===== config.mk =====
export PLATFORM = sky130hd
export DESIGN_NAME = des_perm_pipe
export DESIGN_NICKNAME = d
export VERILOG_FILES = /design/src/rtl/des_perm_pipe.sv
export SDC_FILE = /design/constraint.sdc
export NUM_CORES = 1
export LEC_CHECK = 0
export CORE_MARGIN = 5
export CORE_UTILIZATION = 55
export DETAILED_ROUTE_END_ITERATION = 6
export MAX_ROUTING_LAYER = met4
export PLACE_DENSITY = 0.94
export SYNTH_ARGS = -nofsm -noshare
export SYNTH_HDL_FRONTEND = slang
export SYNTH_SLANG_ARGS = --single-unit

===== constraint.sdc =====
create_clock -name clk -period 7.6 [get_ports clk]
set_clock_uncertainty 0.1 [all_clocks]
set_input_delay 1.52 -clock clk [delete_from_list [all_inputs] [get_ports clk]]
set_output_delay 1.52 -clock clk [all_outputs]
set_load 0.03 [all_outputs]

===== src/rtl/des_perm_pipe.sv =====
// des_perm_pipe: LANES-wide DES IP / FP / bypass permutation behind an elastic valid/ready pipeline.
// Defining DES_PERM_CNT_EN adds a saturating output beat counter (cnt_clr / beat_cnt).
module des_perm_pipe #(
    parameter int LANES       = 1,
    parameter int PIPE_STAGES = 2,
    parameter int TAG_W       = 8
) (
    input  logic                clk,
    input  logic                rst,
    input  logic                in_valid,
    output logic                in_ready,
    input  logic [1:0]          in_mode,
    input  logic [64*LANES-1:0] in_data,
    input  logic [TAG_W-1:0]    in_tag,
    output logic                out_valid,
    input  logic                out_ready,
    output logic [64*LANES-1:0] out_data,
    output logic [TAG_W-1:0]    out_tag,
    output logic                out_err
`ifdef DES_PERM_CNT_EN
    ,
    input  logic                cnt_clr,
    output logic [31:0]         beat_cnt
`endif
);
    localparam int DW = 64 * LANES;

    localparam logic [1:0] MODE_IP  = 2'b00;
    localparam logic [1:0] MODE_FP  = 2'b01;
    localparam logic [1:0] MODE_BYP = 2'b10;

    logic [DW-1:0] ip_data;
    logic [DW-1:0] fp_data;
    logic [DW-1:0] perm_data;
    logic          perm_err;

    // Pure wiring: bit 8r+c of each lane maps to base(c)-r under IP, FP is the reverse.
    for (genvar gl = 0; gl < LANES; gl++) begin : g_lane
        for (genvar gi = 0; gi < 64; gi++) begin : g_bit
            localparam int R    = gi / 8;
            localparam int C    = gi % 8;
            localparam int BASE = (C % 2 == 0) ? 39 + 8 * (C / 2) : 7 + 8 * ((C - 1) / 2);
            localparam int J    = BASE - R;
            assign ip_data[64*gl + J]  = in_data[64*gl + gi];
            assign fp_data[64*gl + gi] = in_data[64*gl + J];
        end
    end

    always_comb begin
        perm_data = in_data;
        perm_err  = 1'b0;
        case (in_mode)
            MODE_IP:  perm_data = ip_data;
            MODE_FP:  perm_data = fp_data;
            MODE_BYP: perm_data = in_data;
            default:  perm_err  = 1'b1;
        endcase
    end

    logic [PIPE_STAGES-1:0] v_q, v_d;
    logic [PIPE_STAGES-1:0] ready;
    logic [DW-1:0]          data_q [PIPE_STAGES];
    logic [DW-1:0]          data_d [PIPE_STAGES];
    logic [TAG_W-1:0]       tag_q  [PIPE_STAGES];
    logic [TAG_W-1:0]       tag_d  [PIPE_STAGES];
    logic                   err_q  [PIPE_STAGES];
    logic                   err_d  [PIPE_STAGES];

    // Flattened form of ready[s] = !v[s] | ready[s+1]: a stage can move if any later stage is empty.
    for (genvar gi = 0; gi < PIPE_STAGES; gi++) begin : g_ready
        assign ready[gi] = out_ready | ~(&v_q[PIPE_STAGES-1:gi]);
    end

    always_comb begin
        v_d    = v_q;
        data_d = data_q;
        tag_d  = tag_q;
        err_d  = err_q;
        if (ready[0]) begin
            v_d[0]    = in_valid;
            data_d[0] = perm_data;
            tag_d[0]  = in_tag;
            err_d[0]  = perm_err;
        end
        for (int s = 1; s < PIPE_STAGES; s++) begin
            if (ready[s]) begin
                v_d[s]    = v_q[s-1];
                data_d[s] = data_q[s-1];
                tag_d[s]  = tag_q[s-1];
                err_d[s]  = err_q[s-1];
            end
        end
    end

    always_ff @(posedge clk or posedge rst) begin
        if (rst) begin
            v_q <= '0;
            for (int s = 0; s < PIPE_STAGES; s++) begin
                data_q[s] <= '0;
                tag_q[s]  <= '0;
                err_q[s]  <= 1'b0;
            end
        end else begin
            v_q    <= v_d;
            data_q <= data_d;
            tag_q  <= tag_d;
            err_q  <= err_d;
        end
    end

    assign in_ready  = ready[0];
    assign out_valid = v_q[PIPE_STAGES-1];
    assign out_data  = data_q[PIPE_STAGES-1];
    assign out_tag   = tag_q[PIPE_STAGES-1];
    assign out_err   = err_q[PIPE_STAGES-1];

`ifdef DES_PERM_CNT_EN
    logic [31:0] cnt_q, cnt_d;

    always_comb begin
        cnt_d = cnt_q;
        if (cnt_clr) begin
            cnt_d = '0;
        end else if (out_valid && out_ready && (cnt_q != 32'hFFFF_FFFF)) begin
            cnt_d = cnt_q + 32'd1;
        end
    end

    always_ff @(posedge clk or posedge rst) begin
        if (rst) begin
            cnt_q <= '0;
        end else begin
            cnt_q <= cnt_d;
        end
    end

    assign beat_cnt = cnt_q;
`endif
endmodule

==> results of run 1 <==
[stage by stage]
| stage | utilization [%] | area (µm²) | hold WS, ps |
|---|---|---|---|
| 5_1_grt | 68.07 | 8979 | 398.7 |
| 3_5_place_dp | 63.25 | 8343 | 364.9 |
| 6_report | 68.07 | 8979 | 375.6 |
| 2_1_floorplan | - | 7396 | 330.8 |
| 4_1_cts | 68.07 | 8979 | 379.6 |
| 3_3_place_gp | 63.25 | 8343 | 345.4 |
[sequential cells by signal, indices dropped and copies added, names as in the netlist]
register,count
out_tag,8
v_q,2
out_data,64
err_q,1
tag_q,8
data_q,64
out_err,1
[Yosys cell counts]
| cell type | number | area (µm²) |
|---|---|---|
| inv_1 | 1 | 3.750 |
| and3b_1 | 1 | 8.760 |
| buf_2 | 11 | 55.05 |
| dfrtp_1 | 148 | 3704 |
| nand3_1 | 1 | 5.000 |
| o21ai_1 | 61 | 305.3 |
| mux2i_1 | 62 | 620.6 |
| clkbuf_1 | 4 | 15.01 |
| clkbuf_2 | 1 | 5.000 |
| or2_2 | 1 | 6.260 |
| nand2b_1 | 1 | 6.260 |
| mux2_4 | 10 | 150.1 |
| buf_6 | 14 | 157.7 |
| nor2b_1 | 1 | 6.260 |
| nand2_1 | 94 | 352.8 |
| inv_2 | 1 | 3.750 |
| o21ai_0 | 1 | 5.000 |
| mux2_1 | 49 | 551.8 |
| buf_4 | 80 | 600.6 |
| mux2_2 | 74 | 833.3 |
[metal layers]
| layer | vias up | track usage, % |
|---|---|---|
| met1 | 2319 | 26.60 |
| li1 | 2162 | - |
| met2 | 142 | 33.99 |
| met4 | 0 | 8.707 |
| met5 | - | - |
| met3 | 36 | 7.197 |
[worst min-delay path by stage]
stage	start	to	slack (ps)	cells after the start
floorplan	v_q[0]	v_q[1]	330	1
global placement	err_q[1]	err_q[1]	350	2
detailed placement	tag_q[15]	tag_q[15]	360	2
CTS	tag_q[15]	tag_q[15]	380	2
global route	tag_q[15]	tag_q[15]	400	2
finish	data_q[126]	data_q[126]	380	2
[tightest hold or removal path, delay by kind of cell, from the launching register on]
family             cells  cell delay (ps)
AOI/OAI and AO/OA      1               60
DFF                    1              340
and+or+nand+nor        1               50
[kinds of logic after synthesis]
logic type	count (synthesis)
AO/OA/AOI/OAI	62
buffers and inverters	112
flip-flops	148
multiplexers	195
AND/OR/NAND/NOR	99
[power by group]
group | internal, µW | switching, µW | total (µW)
Combinational | 280 | 331 | 611
Clock | 581 | 324 | 905
Sequential | 913 | 68.9 | 982
Total | 1770 | 724 | 2500
[area by class of cell]
cell class | count | area, µm²
Fill cell | 947 | 4212
Sequential cell | 148 | 3704
Multi-Input combinational cell | 356 | 2863
Timing Repair Buffer | 156 | 1544
Clock buffer | 18 | 429.2
Tap cell | 176 | 220.2
Clock inverter | 13 | 206.4
Inverter | 2 | 12.51
==> Flow_metrics.wiki, run 1 <==
{| class="wikitable"
! Metric !! Value
|-
| Status || complete, no violations
|-
| Register bit total from synthesis || 148
|-
| Via count || 4659
|-
| Share of synthesized area spent on multiplexers || 29.15%
|-
| Launching element of the worst setup path || out_ready
|-
| M1 wire length || 6837 µm
|-
| Final max-slew violation count || 0
|-
| P_leak || 0.003902 µW
|-
| Standard-cell row count || 42
|-
| CTS buffer count || 17
|-
| Capturing element type of the critical path || output pin
|-
| Worst endpoint required time || 5980 ps
|-
| Worst voltage drop across the vdd grid || 0.1436 mV
|-
| Achievable clock frequency || 0.1957 GHz
|-
| Flop2flop setup slack || 5380 ps
|-
| Design Power || 2498 µW
|-
| Critical Path Slowest Stage Cell || and3b_4
|-
| Clock insertion delay at the later pin of the skew report || 420 ps
|-
| Fraction of the cycle the final worst path needs || 67.24%
|-
| Power density relative to cell area || 278.2 nW/µm²
|-
| Crit path launch type || input port
|-
| Antenna violations before repair || 0
|-
| Leading cell type in the layout, fill and taps excluded || clkdlybuf4s50_1
|-
| Number of ports placed on the die boundary || 153
|-
| Max Cap Viol || 0
|-
| Hpwl dp || 11100 µm
|-
| Top library cells by usage in the layout, fill and taps aside || 150 x clkdlybuf4s50_1, 148 x dfrtp_1, 94 x nand2_1
|-
| Register-to-Register Path Depth || 4
|-
| Area of the die || 15870 µm²
|-
| Average via count per standard cell || 5.361
|-
| Detailed Route Iter0 Violations || 435
|-
| Cells along the critical path || clkdlybuf4s50_1 -> and3b_4 -> inv_2 -> clkdlybuf4s50_1
|-
| RR Startpoint || v_q[1]
|-
| Number of H-tree levels || 4
|-
| Final ANT Viol Nets || 0
|-
| Global-route wire length before repair || 26670 µm
|-
| Max stage delay on crit path || 650 ps
|-
| Synthesized net count || 694
|-
| Vias in the first global route || 5023
|-
| Post-synthesis adder-cell area fraction || 0%
|-
| Measured slew at the worst slew-check pin || 1066 ps
|-
| Horizontal extent of the die || 126.0 µm
|-
| Mapped Area || 7396 µm²
|-
| Highest routed layer || met4
|-
| Std-Cell Core Area || 13190 µm²
|-
| Global placer's final weighted congestion || 0.8811
|-
| Post-route worst setup slack || 2490 ps
|-
| Maximum number of buffers from clock root to sink || 2
|-
| Setup violators final || 0
|-
| Number of buffer and inverter stages on the critical path || 3
|-
| Number of non-filler instances in the completed layout || 869
|-
| Top delay family on crit path || buffers and inverters
|-
| Post-CTS setup buffer count || 0
|-
| Cell type with the highest occurrence count on the critical path || clkdlybuf4s50_1
|-
| Tightest slew margin relative to the limit || 28.91%
|-
| Xor and xnor fraction of the mapped netlist area || 0%
|-
| Clock sink count || 148
|-
| Crit path arrival time || 3490 ps
|-
| Max Fanout on Critical Path || 45
|-
| Compound-cell area share of the yosys netlist || 4.196%
|-
| Number of warnings reported in the yosys synthesis log || 0
|-
| Simple-gate share of the synthesized area || 5.211%
|-
| Post-placement cell count || 838
|-
| Final-layout setup total negative slack || 0 ps
|-
| N_diodes || 0
|-
| Dominant combinational cell family by area after synthesis || multiplexers
|-
| Reg-to-reg critical path endpoint || data_q[93]
|-
| WP depth || 4
|-
| Buffer cell driving the clock tree root || clkbuf_16
|-
| Initial cell density of the core || 56.07%
|-
| CTS tree || built
|-
| Sequential fraction of the synthesis area || 50.08%
|-
| DRC errors left || 0
|-
| Post-placement worst setup slack || 2477 ps
|-
| DRT Wirelength || 16250 µm
|-
| CTS clk-pin slew, worst paths || 60 ps
|-
| Largest net degree at the start of global routing || 93
|-
| Routed wire length on met3 || 1127 µm
|-
| Post-layout min period || 5110 ps
|-
| Number of nets at the end of the flow || 759
|-
| Unique masters post-synth || 20
|-
| First-pass detailed-route iteration total || 4
|-
| Number of hold-slack violations in the final timing report || 0
|-
| Routed len/inst || 18.70 µm
|-
| Fraction of layout instances using a drive strength above 1 || 18.04%
|-
| Die height || 126.0 µm
|-
| Area growth from synthesis to final layout || 21.40%
|-
| Number of buffers inserted for hold repair after clock tree synthesis || 0
|-
| Average cell area after synthesis || 12.01 µm²
|-
| Setup crit end || in_ready
|-
| Cell count after synthesis || 616
|-
| Worst min-delay path class || register to register
|-
| Count of input and output buffers || 152
|-
| Gr usage total || 21.88%
|-
| Unrepaired setup endpoints after global routing || false
|-
| Met2 WL || 7807 µm
|-
| Number of gates resized after CTS || 0
|-
| Leftover overflow at the end of global routing || 0
|-
| Kind of critical path || input port to output pin
|}
No activity file was read; power rests on OpenSTA's default activity.
==> run 2, diff against run 1 <==
- CORE_UTILIZATION: 55 -> 47
- PLACE_DENSITY: 0.94 -> 0.86
- clock period: 7.6 -> 4.4 ns (I/O delays scaled with it)
==> run 2 against run 1 <==
Net effect:
- clock power increased by 64%
- critical endpoint unchanged
- flip-flop and latch count unchanged
- largest cell class unchanged
- sequential power increased by 72%
- global-route usage decreased by 1.9 points
- cell count increased by 4.5%
- power increased by 70%
- routed wire length increased by 4.5%
==> Flow_metrics.wiki, run 2 (synthesized netlist as in run 1, its figures left out) <==
{| class="wikitable"
! Metric !! Value
|-
| Standard-cell row count || 45 (+7.1%)
|-
| Number of hold-slack violations in the final timing report || 0 (unchanged)
|-
| CTS tree || built
|-
| Via count || 4648 (-0.24%)
|-
| Worst min-delay path class || register to register
|-
| Flop2flop setup slack || 2200 ps (-3180 ps)
|-
| Detailed Route Iter0 Violations || 185 (-57%)
|-
| DRT Wirelength || 16980 µm (+4.5%)
|-
| Initial cell density of the core || 48.29% (-7.8 points)
|-
| Post-placement cell count || 874 (+4.3%)
|-
| Area of the die || 18340 µm² (+16%)
|-
| Reg-to-reg critical path endpoint || data_q[127]
|-
| Number of buffers inserted for hold repair after clock tree synthesis || 0 (unchanged)
|-
| Count of input and output buffers || 152 (unchanged)
|-
| RR Startpoint || v_q[1]
|-
| Cells along the critical path || clkdlybuf4s50_1 -> and3b_4 -> inv_2 -> clkdlybuf4s50_1
|-
| Global-route wire length before repair || 27310 µm (+2.4%)
|-
| First-pass detailed-route iteration total || 4 (unchanged)
|-
| Cell type with the highest occurrence count on the critical path || clkdlybuf4s50_1
|-
| Power density relative to cell area || 469.9 nW/µm² (+69%)
|-
| Register-to-Register Path Depth || 3 (-1)
|-
| Global placer's final weighted congestion || 0.8391 (-4.8%)
|-
| Horizontal extent of the die || 135.4 µm (+7.5%)
|-
| Number of H-tree levels || 4 (unchanged)
|-
| Util after Layout || 58.90% (-9.2 points)
|-
| Leftover overflow at the end of global routing || 0 (unchanged)
|-
| Average via count per standard cell || 5.119 (-4.5%)
|-
| DRC errors left || 0 (unchanged)
|-
| Launching element of the worst setup path || out_ready
|-
| Std-Cell Core Area || 15310 µm² (+16%)
|-
| Tightest slew margin relative to the limit || 28.75% (-0.16 points)
|-
| Unrepaired setup endpoints after global routing || false
|-
| Status || complete, no violations
|-
| Footprint of the flip-flops and latches || 3704 µm² (unchanged)
|-
| Measured slew at the worst slew-check pin || 1069 ps (+2.454 ps)
|-
| Maximum number of buffers from clock root to sink || 2 (unchanged)
|-
| Area growth from synthesis to final layout || 21.96%
|-
| Worst voltage drop across the vdd grid || 0.2496 mV (+74%)
|-
| Worst endpoint required time || 3420 ps (-2560 ps)
|-
| Fraction of layout instances using a drive strength above 1 || 18.42% (+0.38 points)
|-
| Final ANT Viol Nets || 0 (unchanged)
|-
| Hpwl dp || 11770 µm (+6.0%)
|-
| Crit path launch type || input port
|-
| Achievable clock frequency || 0.2717 GHz
|-
| Number of filler instances in the final layout || 1255 (+33%)
|-
| Final max-slew violation count || 0 (unchanged)
|-
| Gr usage total || 19.96% (-1.9 points)
|-
| Endpoint with the worst hold slack || tag_q[12]
|-
| CTS clk-pin slew, worst paths || 60 ps (about the same)
|-
| Post-layout min period || 3680 ps
|-
| Largest net degree at the start of global routing || 113 (+22%)
|-
| Critical Path Slowest Stage Cell || clkdlybuf4s50_1
|-
| Top library cells by usage in the layout, fill and taps aside || 150 x clkdlybuf4s50_1, 148 x dfrtp_1, 94 x nand2_1
|-
| Post-route worst setup slack || 719.6 ps (-1770 ps)
|-
| Post-CTS setup buffer count || 0 (unchanged)
|-
| Antenna violations before repair || 2 (+2)
|-
| P_leak || 0.003899 µW (about the same)
|-
| Kind of critical path || input port to output pin
|-
| Post-placement worst setup slack || 732.3 ps (-1745 ps)
|-
| Die height || 135.4 µm (+7.5%)
|-
| Final-layout setup total negative slack || 0 ps (unchanged)
|-
| Vias in the first global route || 5076 (+1.1%)
|-
| Max stage delay on crit path || 630 ps (-20 ps)
|-
| Capturing element type of the critical path || output pin
|-
| Clock insertion delay at the later pin of the skew report || 420 ps (about the same)
|-
| Buffer cell driving the clock tree root || clkbuf_16
|-
| Startpoint of the most critical hold path || tag_q[12]
|-
| Routed len/inst || 18.70 µm (about the same)
|-
| Setup violators final || 0 (unchanged)
|-
| CTS buffer count || 17 (unchanged)
|-
| Number of nets at the end of the flow || 760 (+0.13%)
|-
| Number of non-filler instances in the completed layout || 908 (+4.5%)
|-
| Crit path arrival time || 2700 ps (-790 ps)
|-
| Number of gates resized after CTS || 0 (unchanged)
|-
| Leading cell type in the layout, fill and taps excluded || clkdlybuf4s50_1
|-
| Fraction of the cycle the final worst path needs || 83.65%
|-
| Number of instances on the worst hold path || 2 (unchanged)
|-
| Max Cap Viol || 0 (unchanged)
|-
| Multi-input combinational cell area || 2863 µm² (unchanged)
|-
| Clock sink count || 148 (unchanged)
|-
| Number of ports placed on the die boundary || 153 (unchanged)
|-
| Max Fanout on Critical Path || 25 (-44%)
|}
==> run 2: through the flow <==
stage,power (µW),hold WS (ps),area (µm²)
after CTS,4278,370.2,9015
final,4238,368.0,9020
after global routing,4423,392.0,9020
after floorplan,2507,330.8,7400
after global placement,2754,344.4,8406
after detailed placement,2790,357.0,8406
==> run 2: cell type report <==
class | count | area share, %
flip-flops and latches | 148 | 41.06
clock buffers | 19 | 5.021
clock inverters | 13 | 1.734
well taps | 211 | 2.927
diodes | 2 | 0.05549
multi-input cells | 356 | 31.74
inverters | 2 | 0.1248
repair buffers | 157 | 17.34
==> run 2: report_power, final <==
group | internal (µW) | switching, µW
sequential | 1580 | 117
combinational | 485 | 577
clock | 919 | 562
total | 2980 | 1260
==> run 2: how the worst max path moves through the flow <==
stage / slack [ps] / cells after the start / end
final: 720 / 4 / in_ready
after global routing: 660 / 4 / in_ready
after CTS: 710 / 4 / in_ready
after detailed placement: 730 / 4 / in_ready
after global placement: 760 / 4 / in_ready
after floorplan: 1560 / 1 / data_q[100]
==> run 2: layer usage <==
metal / up-vias / global-route usage [%] / part of all wire, %
met5: - / - / 0
met2: 120 / 32.30 / 50
li1: 2176 / - / -
met1: 2320 / 23.44 / 41
met4: 0 / 7.559 / 2.6
met3: 32 / 6.241 / 6.2
==> run 2: critical path, delay by kind of cell <==
kind          cells  cell delay, ps
buf+inv           3            1280
simple gates      1             530
==> run 3, diff against run 2 <==
- clock period: 4.4 -> 3.25 ns (I/O delays scaled with it)
==> run 3 against run 2 <==
Net effect:
- die area is the same
- non-clock buffer count up 2
- cell count grew 0.11%
- clock power increased by 39%
- flip-flop and latch count did not move
- critical path depth did not move
- routed wire length down 5.1%
- global-route usage decreased by 1.0 points
- utilization is 0.53 points higher
- worst setup slack lost 360 ps
==> Flow_metrics.wiki, run 3 (synthesized netlist as in run 1, its figures left out) <==
{| class="wikitable"
! Metric !! Value
|-
| Status || complete, no violations
|-
| Clock sink count || 148 (unchanged)
|-
| Antenna violations before repair || 1 (-1)
|-
| Clock insertion delay at the later pin of the skew report || 410 ps (about the same)
|-
| P_leak || 0.003929 µW (+0.78%)
|-
| Area growth from synthesis to final layout || 23.06%
|-
| Horizontal extent of the die || 135.4 µm (unchanged)
|-
| Detailed Route Iter0 Violations || 188 (+1.6%)
|-
| Fraction of the cycle the final worst path needs || 88.83%
|-
| Via count || 4550 (-2.1%)
|-
| Hpwl dp || 11510 µm (-2.2%)
|-
| First-pass detailed-route iteration total || 4 (unchanged)
|-
| DRT Wirelength || 16100 µm (-5.1%)
|-
| Max stage delay on crit path || 660 ps (+30 ps)
|-
| Max Cap Viol || 0 (unchanged)
|-
| Setup violators final || 0 (unchanged)
|-
| Standard-cell row count || 45 (unchanged)
|-
| Leftover overflow at the end of global routing || 0 (unchanged)
|-
| Worst min-delay path class || register to register
|-
| Leading cell type in the layout, fill and taps excluded || clkdlybuf4s50_1
|-
| Maximum number of buffers from clock root to sink || 2 (unchanged)
|-
| Largest net degree at the start of global routing || 136 (+20%)
|-
| Std-Cell Core Area || 15310 µm² (unchanged)
|-
| Unrepaired setup endpoints after global routing || false
|-
| Number of buffers inserted for hold repair after clock tree synthesis || 0 (unchanged)
|-
| Critical Path Slowest Stage Cell || clkdlybuf4s50_1
|-
| Footprint of the flip-flops and latches || 3704 µm² (unchanged)
|-
| CTS tree || built
|-
| Fraction of layout instances using a drive strength above 1 || 18.22% (-0.20 points)
|-
| Top library cells by usage in the layout, fill and taps aside || 150 x clkdlybuf4s50_1, 148 x dfrtp_1, 94 x nand2_1
|-
| Worst endpoint required time || 2500 ps (-920 ps)
|-
| Die height || 135.4 µm (unchanged)
|-
| CTS buffer count || 17 (unchanged)
|-
| Number of hold-slack violations in the final timing report || 0 (unchanged)
|-
| Routed len/inst || 17.72 µm (-5.3%)
|-
| Global-route wire length before repair || 26220 µm (-4.0%)
|-
| Initial cell density of the core || 48.29% (unchanged)
|-
| Capturing element type of the critical path || output pin
|-
| Kind of critical path || input port to output pin
|-
| Number of ports placed on the die boundary || 153 (unchanged)
|-
| Final max-slew violation count || 0 (unchanged)
|-
| Post-CTS setup buffer count || 0 (unchanged)
|-
| Post-placement worst setup slack || 363.8 ps (-368.5 ps)
|-
| Tightest slew margin relative to the limit || 52.90% (+24 points)
|-
| Number of gates resized after CTS || 0 (unchanged)
|-
| CTS clk-pin slew, worst paths || 60 ps (about the same)
|-
| Number of nets at the end of the flow || 762 (+0.26%)
|-
| Final-layout setup total negative slack || 0 ps (unchanged)
|-
| Number of buffer and inverter stages on the critical path || 3 (unchanged)
|-
| Post-route worst setup slack || 362.9 ps (-356.7 ps)
|-
| Buffer cell driving the clock tree root || clkbuf_16
|-
| Max Fanout on Critical Path || 2 (-92%)
|-
| Multi-input combinational cell area || 2863 µm² (unchanged)
|-
| Crit path arrival time || 2140 ps (-560 ps)
|-
| Achievable clock frequency || 0.3464 GHz
|-
| Post-layout min period || 2887 ps
|-
| DRC errors left || 0 (unchanged)
|-
| Crit path launch type || input port
|-
| Count of input and output buffers || 152 (unchanged)
|-
| Area of the die || 18340 µm² (unchanged)
|-
| Gr usage total || 18.93% (-1.0 points)
|-
| Cell type with the highest occurrence count on the critical path || clkdlybuf4s50_1
|-
| Global placer's final weighted congestion || 0.8512 (+1.4%)
|-
| Number of H-tree levels || 4 (unchanged)
|-
| Vias in the first global route || 4837 (-4.7%)
|-
| Power density relative to cell area || 635.6 nW/µm² (+35%)
|-
| Measured slew at the worst slew-check pin || 706.5 ps (-362.3 ps)
|-
| Design Power || 5785 µW (+36%)
|-
| Average via count per standard cell || 5.006 (-2.2%)
|-
| Final ANT Viol Nets || 0 (unchanged)
|-
| Top delay family on crit path || buffers and inverters
|-
| Worst voltage drop across the vdd grid || 0.4114 mV (+65%)
|-
| Number of filler instances in the final layout || 1270 (+1.2%)
|-
| Cells along the critical path || clkdlybuf4s50_1 -> and3b_4 -> inv_2 -> clkdlybuf4s50_1
|}
run 3: per-layer routing:
| layer | GRT usage [%] | vias up | part of all wire [%] |
|---|---|---|---|
| li1 | - | 2179 | - |
| met4 | 6.047 | 0 | 2.2 |
| met2 | 31.06 | 110 | 49 |
| met5 | - | - | 0 |
| met3 | 5.572 | 19 | 6.4 |
| met1 | 22.56 | 2242 | 42 |
run 3: final timing paths:
kind | startpoint | to | slack [ps] | depth (start not counted)
setup reg to reg | v_q[1] | out_data[23] | 1700 | 3
max in group asynchronous | rst | out_data[22] | 1820 | 3
hold / removal | tag_q[11] | tag_q[11] | 360 | 2
min in group asynchronous | rst | data_q[105] | 650 | 3
hold reg to reg | tag_q[11] | tag_q[11] | 360 | 2
setup / recovery | out_ready | in_ready | 360 | 4
run 3: cell type report:
type | count | area share (%)
Clock buffer | 23 | 5.252
Tap cell | 211 | 2.901
Timing Repair Buffer | 159 | 17.90
Clock inverter | 9 | 1.650
Antenna cell | 1 | 0.02750
Sequential cell | 148 | 40.69
Inverter | 2 | 0.1237
Multi-Input combinational cell | 356 | 31.45
run 3: stage by stage:
stage	util [%]	instances	cell area [µm²]	hold WS, ps
after floorplan	-	616	7400	330.8
after global placement	55.31	876	8471	345.3
after CTS	59.41	908	9099	365.5
after detailed placement	55.31	876	8471	352.4
after global routing	59.43	909	9101	401.0
final	59.43	909	9101	360.3
run 3: power breakdown:
part | internal [µW] | total (µW) | switching [µW]
sequential | 2140 | 2290 | 152
clock | 1340 | 2060 | 717
combinational | 664 | 1440 | 772
total | 4140 | 5780 | 1640
run 3: tightest hold or removal path, delay by kind of cell, from the launching register on:
kind / cells / cell delay (ps)
and+or+nand+nor: 2 / 100
DFF: 1 / 340
